--- src/rtl/sha256_msg_padder.sv ---
// -----------------------------------------------------------------------------
// sha256_msg_padder
//
// Byte-stream front end for a SHA-256 compression core. Incoming message bytes
// are packed big-endian into 512-bit blocks (byte 0 lands in bits 511:504).
// The final block(s) of a message receive the standard SHA-256 trailer: a 0x80
// marker byte, zero fill, and the 64-bit message length in bits. A completed
// block is offered to the core with a one-cycle start pulse. The next block is
// only built after the core reports it has consumed the current one.
//
// Ports
//   Clk        : clock, all logic on the rising edge
//   Rst        : asynchronous reset, active high
//   i_Valid    : i_Byte carries a message byte this cycle
//   i_Byte     : message byte
//   i_fLast    : with i_Valid, marks the final byte of the message
//   i_fEmpty   : one-cycle request to hash the zero-length message (idle only)
//   o_Ready    : byte accepted on a cycle with i_Valid & o_Ready
//   o_Data     : 512-bit block to the core, held stable until the core is done
//   o_fStart   : one-cycle pulse telling the core to consume o_Data
//   o_fFirst   : with o_fStart, first block of a message (core loads its IV)
//   o_fFinal   : with o_fStart, last block of a message
//   i_fDone    : core has consumed the block (only observed while waiting)
//   o_fMsgDone : one-cycle pulse after the core finishes the final block
// -----------------------------------------------------------------------------
module sha256_msg_padder #(
    parameter int unsigned LEN_W = 64
) (
    input  logic         Clk,
    input  logic         Rst,
    input  logic         i_Valid,
    input  logic [7:0]   i_Byte,
    input  logic         i_fLast,
    input  logic         i_fEmpty,
    output logic         o_Ready,
    output logic [511:0] o_Data,
    output logic         o_fStart,
    output logic         o_fFirst,
    output logic         o_fFinal,
    input  logic         i_fDone,
    output logic         o_fMsgDone
);

    typedef enum logic [1:0] {
        ST_FILL = 2'd0,
        ST_SEND = 2'd1,
        ST_WAIT = 2'd2,
        ST_PAD  = 2'd3
    } state_t;

    // Extra trailer block still owed once the current block is consumed.
    typedef enum logic [1:0] {
        EX_NONE     = 2'd0,
        EX_LEN_ONLY = 2'd1,
        EX_MARK_LEN = 2'd2
    } extra_t;

    // Replace byte idx of a block (byte 0 = bits 511:504); idx 64 leaves it unchanged.
    function automatic logic [511:0] put_byte(input logic [511:0] blk,
                                              input logic [6:0]   idx,
                                              input logic [7:0]   val);
        logic [511:0] res;
        res = blk;
        for (int k = 0; k < 64; k++) begin
            if (idx == 7'(k)) begin
                res[511 - 8*k -: 8] = val;
            end
        end
        return res;
    endfunction

    // Zero-extend the internal bit counter into the 64-bit length field.
    function automatic logic [63:0] len_field(input logic [LEN_W-1:0] len);
        logic [63:0] res;
        res = 64'd0;
        res[LEN_W-1:0] = len;
        return res;
    endfunction

    state_t             state_q,     state_d;
    extra_t             extra_q,     extra_d;
    logic [5:0]         ptr_q,       ptr_d;
    logic [LEN_W-1:0]   len_q,       len_d;
    logic [511:0]       data_q,      data_d;
    logic               final_q,     final_d;      // current block is the message's last
    logic               msg_first_q, msg_first_d;  // next block sent opens a new message
    logic               start_q,     start_d;
    logic               out_first_q, out_first_d;
    logic               out_final_q, out_final_d;
    logic               msgdone_q,   msgdone_d;

    logic [LEN_W-1:0]   len_new_s;
    logic [6:0]         n_s;

    // Next-state and block composition.
    always_comb begin
        state_d     = state_q;
        extra_d     = extra_q;
        ptr_d       = ptr_q;
        len_d       = len_q;
        data_d      = data_q;
        final_d     = final_q;
        msg_first_d = msg_first_q;
        msgdone_d   = 1'b0;
        len_new_s   = len_q + LEN_W'(8);
        n_s         = {1'b0, ptr_q} + 7'd1;

        case (state_q)
            ST_FILL: begin
                if (i_Valid) begin
                    len_d  = len_new_s;
                    ptr_d  = ptr_q + 6'd1;
                    data_d = put_byte(data_q, {1'b0, ptr_q}, i_Byte);
                    if (i_fLast) begin
                        // Marker goes right after the last byte; a full block
                        // (n = 64) has no room and defers it to the extra block.
                        data_d  = put_byte(data_d, n_s, 8'h80);
                        state_d = ST_SEND;
                        if (n_s <= 7'd55) begin
                            data_d[63:0] = len_field(len_new_s);
                            final_d      = 1'b1;
                            extra_d      = EX_NONE;
                        end else if (n_s <= 7'd63) begin
                            final_d = 1'b0;
                            extra_d = EX_LEN_ONLY;
                        end else begin
                            final_d = 1'b0;
                            extra_d = EX_MARK_LEN;
                        end
                    end else if (ptr_q == 6'd63) begin
                        final_d = 1'b0;
                        extra_d = EX_NONE;
                        state_d = ST_SEND;
                    end else begin
                        state_d = ST_FILL;
                    end
                end else if (i_fEmpty && (len_q == '0)) begin
                    data_d  = {8'h80, 504'd0};
                    final_d = 1'b1;
                    extra_d = EX_NONE;
                    state_d = ST_SEND;
                end else begin
                    state_d = ST_FILL;
                end
            end

            ST_SEND: begin
                msg_first_d = 1'b0;
                state_d     = ST_WAIT;
            end

            ST_WAIT: begin
                if (i_fDone) begin
                    ptr_d = 6'd0;
                    if (final_q) begin
                        msgdone_d   = 1'b1;
                        len_d       = '0;
                        msg_first_d = 1'b1;
                        data_d      = 512'd0;
                        state_d     = ST_FILL;
                    end else if (extra_q != EX_NONE) begin
                        state_d = ST_PAD;
                    end else begin
                        data_d  = 512'd0;
                        state_d = ST_FILL;
                    end
                end else begin
                    state_d = ST_WAIT;
                end
            end

            ST_PAD: begin
                case (extra_q)
                    EX_MARK_LEN: data_d = {8'h80, 440'd0, len_field(len_q)};
                    EX_LEN_ONLY: data_d = {448'd0, len_field(len_q)};
                    default:     data_d = {448'd0, len_field(len_q)};
                endcase
                final_d = 1'b1;
                extra_d = EX_NONE;
                state_d = ST_SEND;
            end

            default: begin
                state_d = ST_FILL;
            end
        endcase

        // Strobes are registered so they line up with the SEND state.
        start_d     = (state_d == ST_SEND);
        out_first_d = start_d & msg_first_q;
        out_final_d = start_d & final_d;
    end

    // State and datapath registers.
    always_ff @(posedge Clk or posedge Rst) begin
        if (Rst) begin
            state_q     <= ST_FILL;
            extra_q     <= EX_NONE;
            ptr_q       <= 6'd0;
            len_q       <= '0;
            data_q      <= 512'd0;
            final_q     <= 1'b0;
            msg_first_q <= 1'b1;
            start_q     <= 1'b0;
            out_first_q <= 1'b0;
            out_final_q <= 1'b0;
            msgdone_q   <= 1'b0;
        end else begin
            state_q     <= state_d;
            extra_q     <= extra_d;
            ptr_q       <= ptr_d;
            len_q       <= len_d;
            data_q      <= data_d;
            final_q     <= final_d;
            msg_first_q <= msg_first_d;
            start_q     <= start_d;
            out_first_q <= out_first_d;
            out_final_q <= out_final_d;
            msgdone_q   <= msgdone_d;
        end
    end

    // Ready is gated by Rst so it drops the moment reset is applied.
    assign o_Ready    = (state_q == ST_FILL) & ~Rst;
    assign o_Data     = data_q;
    assign o_fStart   = start_q;
    assign o_fFirst   = out_first_q;
    assign o_fFinal   = out_final_q;
    assign o_fMsgDone = msgdone_q;

endmodule
--- config.mk ---
export PLATFORM = sky130hd
export DESIGN_NAME = sha256_msg_padder
export DESIGN_NICKNAME = d
export VERILOG_FILES = /design/src/rtl/sha256_msg_padder.sv
export SDC_FILE = /design/constraint.sdc
export NUM_CORES = 2
export LEC_CHECK = 0
export CAP_MARGIN = 25
export CORE_ASPECT_RATIO = 1.4
export CORE_MARGIN = 10
export CORE_UTILIZATION = 45
export CTS_BUF_LIST = sky130_fd_sc_hd__clkbuf_4 sky130_fd_sc_hd__clkbuf_8 sky130_fd_sc_hd__clkbuf_16
export DETAILED_ROUTE_END_ITERATION = 16
export GPL_ROUTABILITY_DRIVEN = 0
export GPL_TIMING_DRIVEN = 0
export PLACE_DENSITY = 0.7
export SYNTH_ARGS = -nofsm -noshare
export SYNTH_HDL_FRONTEND = slang
export SYNTH_SLANG_ARGS = --single-unit
--- constraint.sdc ---
create_clock -name Clk -period 30 [get_ports Clk]
set_input_delay 3 -clock Clk [delete_from_list [all_inputs] [get_ports Clk]]
set_output_delay 3 -clock Clk [all_outputs]
set_load 0.01 [all_outputs]
==> run_results.csv <==
group,metric,value,unit
placement,placement.io_buffers,523,
synth,post_synth_most_frequent_cells,"sky130_fd_sc_hd__dfrtp_1 (588), sky130_fd_sc_hd__nor2_1 (454), sky130_fd_sc_hd__mux2i_1 (334), sky130_fd_sc_hd__nand2_1 (257), sky130_fd_sc_hd__o21ai_0 (223)",
pwr,power.share.switching,43.3,%
synth,combined_area_of_all_synthesized_cells,29100,um2
cts,cts_resized,0,
sta,period_share,23.9,%
floorplan,fp-row-count,110,
pwr,comb_power_share,37.7,%
sta,timing_worst_slew_pin_value,1260,ps
finish,total_nets_final,3516,
critical_path,timing.critical_path.from,"Rst",
cts,clk_transition_reported_paths,60,ps
cts,clk-insertion-delay-late,650,ps
synth,async_flop_share,100,%
floorplan,die_w,235,um
global_routing,largest_net_degree_at_the_start_of_global_routing,127,
pwr,power.share.sequential,32.6,%
route,route.final.wire_length,131000,um
critical_path,critical_path_peak_fanout,2,
synth,synthesis.area_per_instance,10.1,um2
critical_path,cp_data_required_time,27000,ps
cts,clock_tree_from_tritoncts,"yes",
sta,fmaxAchievable,0.139,GHz
sta,max-slew-margin-rel,15.8,%
critical_path,cp-end-kind,"output pin",
synth,yosysWarnings,0,
placement,dpl.hpwl,96700,um
global_routing,antenna_found_initial,3,
route,num_vias,27200,
route,drt-vias-per-instance,6.21,
sta,setup_violations,0,
sta,timing.setup.tns,0,ps
pwr,max-vdd-ir-drop,0.0560,mV
floorplan,initial_core_utilization,45.3,%
cts,tritoncts_num_sinks,589,
pwr,power_report.internal_total,1.53,mW
synth,post_synth_inst_count,2886,
synth,synth_seq_area_share,50.6,%
synth,ys_top_cells_by_area,"sky130_fd_sc_hd__dfrtp_1 (51%), sky130_fd_sc_hd__mux2i_1 (11%), sky130_fd_sc_hd__nor2_1 (5.9%)",
pwr,powerDensity,71.2,nW/um2
worst_hold_path,hold_path_startpoint,"o_Data[439]",
pwr,power.clock.fraction,29.7,%
synth,synth_fp_nets,2910,
critical_path,crit-reg2reg-launch,"ptr_q[0]",
synth,yosysMostFrequentCell,"sky130_fd_sc_hd__dfrtp_1",
cts,postCtsSetupBuffers,0,
route,drtAntennaViolNets,0,
critical_path,startpoint_type,"input port",
worst_hold_path,holdCritPathClass,"reg -> reg",
pwr,static-leakage-power,15.3,nW
finish,drive_above_1_share,7.37,%
synth,synth-edff-count,0,
finish,postLayoutCellArea,37800,um2
critical_path,setup_cp_type,"in -> out",
floorplan,die_area,75400,um2
synth,ys_ff_latch,589,
sta,final-max-slew-violation-count,0,
global_routing,first_pass_grt_wire_length,189000,um
synth,synth_top_area_share,50.6,%
sta,layout_min_cycle_time,7180,ps
sta,timing.final.hold_violations,0,
outcome,run_status,"completed",
cts,cts_hold_repair.buffers,0,
cts,numCtsBuffers,57,
global_routing,globalRouteOverflowTotal,0,
synth,post_synth_num_cell_types,79,
route,drc_violation_count_after_routing,0,
job,drv.max_cap_violation_count,0,
floorplan,coreArea,64300,um2
route,drt_pass1_iterations,10,
global_routing,globalRouteTotalUtil,33.3,%
critical_path,worst_path_arrival,4180,ps
cts,clock_path_buffers,3,
synth,synth-main-ff-cell,"sky130_fd_sc_hd__dfrtp_1",
floorplan,io-pin-count,531,
cts,cts.htree.levels,2,
pwr,power_switching,1.17,mW
placement,placement.cell_area,35700,um2
synth,synth_largest_area_cell,"sky130_fd_sc_hd__dfrtp_1",
cts,root_buffer,"sky130_fd_sc_hd__clkbuf_16",
sta,unrepaired_setup_endpoints_after_global_routing,"no",
finish,areaGrowthSynthToFinish,30.0,%
sta,finalClockSkew,31.9,ps
global_routing,grt_pass1_vias,26600,
route,wire_per_inst,29.9,um
floorplan,die_height,321,um
route,drt_first_iter_violations,3514,
-- logic make-up (layout without fill, tap and decap cells) --
| logic type | count (synthesis) | in the layout | synth area share (%) |
|---|---|---|---|
| simple gates | 1049 | 1049 | 18.7 |
| compound gates | 607 | 607 | 13.4 |
| flops | 589 | 589 | 50.6 |
| mux | 345 | 345 | 11.9 |
| buf+inv | 243 | 897 | 3.60 |
| xor+xnor | 43 | 43 | 1.29 |
| fa+ha+maj | 10 | 10 | 0.430 |
| other cells | 0 | 3 | 0 |
-- cell usage in the layout (no fill, tap or decap), types with 9 or more instances in the layout --
cell / count
sky130_fd_sc_hd__dfrtp_1: 588
sky130_fd_sc_hd__clkdlybuf4s50_1: 523
sky130_fd_sc_hd__nor2_1: 454
sky130_fd_sc_hd__mux2i_1: 334
sky130_fd_sc_hd__nand2_1: 257
sky130_fd_sc_hd__o21ai_0: 223
sky130_fd_sc_hd__clkbuf_1: 163
sky130_fd_sc_hd__a21oi_1: 110
sky130_fd_sc_hd__a22o_1: 81
sky130_fd_sc_hd__nand3_1: 71
sky130_fd_sc_hd__clkbuf_16: 58
sky130_fd_sc_hd__nor3_1: 52
sky130_fd_sc_hd__nor4_4: 47
sky130_fd_sc_hd__nand4_1: 31
sky130_fd_sc_hd__buf_2: 28
sky130_fd_sc_hd__nor4_1: 27
sky130_fd_sc_hd__o31ai_1: 27
sky130_fd_sc_hd__inv_1: 24
sky130_fd_sc_hd__and3_1: 24
sky130_fd_sc_hd__xor2_1: 22
sky130_fd_sc_hd__xnor2_1: 21
sky130_fd_sc_hd__o22ai_1: 20
sky130_fd_sc_hd__a22oi_1: 20
sky130_fd_sc_hd__and2_1: 15
sky130_fd_sc_hd__o2bb2ai_1: 15
sky130_fd_sc_hd__clkbuf_4: 14
sky130_fd_sc_hd__o21ai_1: 12
sky130_fd_sc_hd__or3_1: 12
sky130_fd_sc_hd__buf_1: 11
sky130_fd_sc_hd__a31oi_1: 11
sky130_fd_sc_hd__mux2_2: 11
sky130_fd_sc_hd__o211ai_1: 11
sky130_fd_sc_hd__clkbuf_8: 11
sky130_fd_sc_hd__buf_4: 10
sky130_fd_sc_hd__ha_1: 10
sky130_fd_sc_hd__clkinv_2: 10
sky130_fd_sc_hd__buf_8: 9
-- power groups by stage --
stage	registers, mW	clock network, mW	logic [mW]
after CTS	0.876	0.805	0.975
after global placement	0.892	0	0.956
after global routing	0.881	0.833	1.04
final	0.878	0.800	1.01
after floorplan	0.893	0	0.516
after detailed placement	0.890	0	0.971
-- per-stage QoR --
| stage | util, % | power, mW | setup WS, ps | std cells | hold slack [ps] |
|---|---|---|---|---|---|
| detailed placement | 55.5 | 1.86 | 22810 | 4266 | 478 |
| floorplan | - | 1.41 | 10520 | 2886 | 470 |
| global placement | 55.1 | 1.85 | 2730 | 4249 | 469 |
| CTS | 58.7 | 2.66 | 22800 | 4373 | 493 |
| finish | 58.9 | 2.69 | 22820 | 4383 | 494 |
| global route | 58.9 | 2.76 | 22770 | 4381 | 506 |
-- routing by layer --
layer / global-route usage (%) / wire length, um
met1: 36.5 / 44200
met2: 54.8 / 62100
met3: 11.0 / 14300
met4: 21.9 / 10500
met5: 0 / 30
-- state kept, by name, summed over array words and instances (netlist names) --
signal and flops:
extra_q 2, final_q 1, len_q 61, msg_first_q 1
o_Data 512, o_fFinal 1, o_fFirst 1, o_fMsgDone 1
o_fStart 1, ptr_q 6, state_q 2
-- worst max-delay path, cell delays in order --
cell,delay [ps]
sky130_fd_sc_hd__clkdlybuf4s50_1,510
sky130_fd_sc_hd__nor2_1,130
sky130_fd_sc_hd__clkdlybuf4s50_1,540
-- path summary, 6_finish.rpt --
check / to / slack, ps / cells after the start
worst max-delay path: o_Ready / 22820 / 3
min in group asynchronous: len_q[53] / 2940 / 2
worst max register to register: o_Data[61] / 25370 / 13
worst min register to register: o_Data[439] / 490 / 1
worst min-delay path: o_Data[439] / 490 / 1
max in group asynchronous: o_Data[147] / 25460 / 4
-- layout make-up --
cell class                 count  area, um2
buffer                       217        952
clock buffer                  80       1690
fill                        5634      26400
clock inverter                27        384
timing repair buffer         547       5580
antenna                        3       7.51
inverter                      26        105
tap                          840       1050
sequential                   589      14700
multi-input combinational   2054      13300
(Power assumes the default switching activity.)
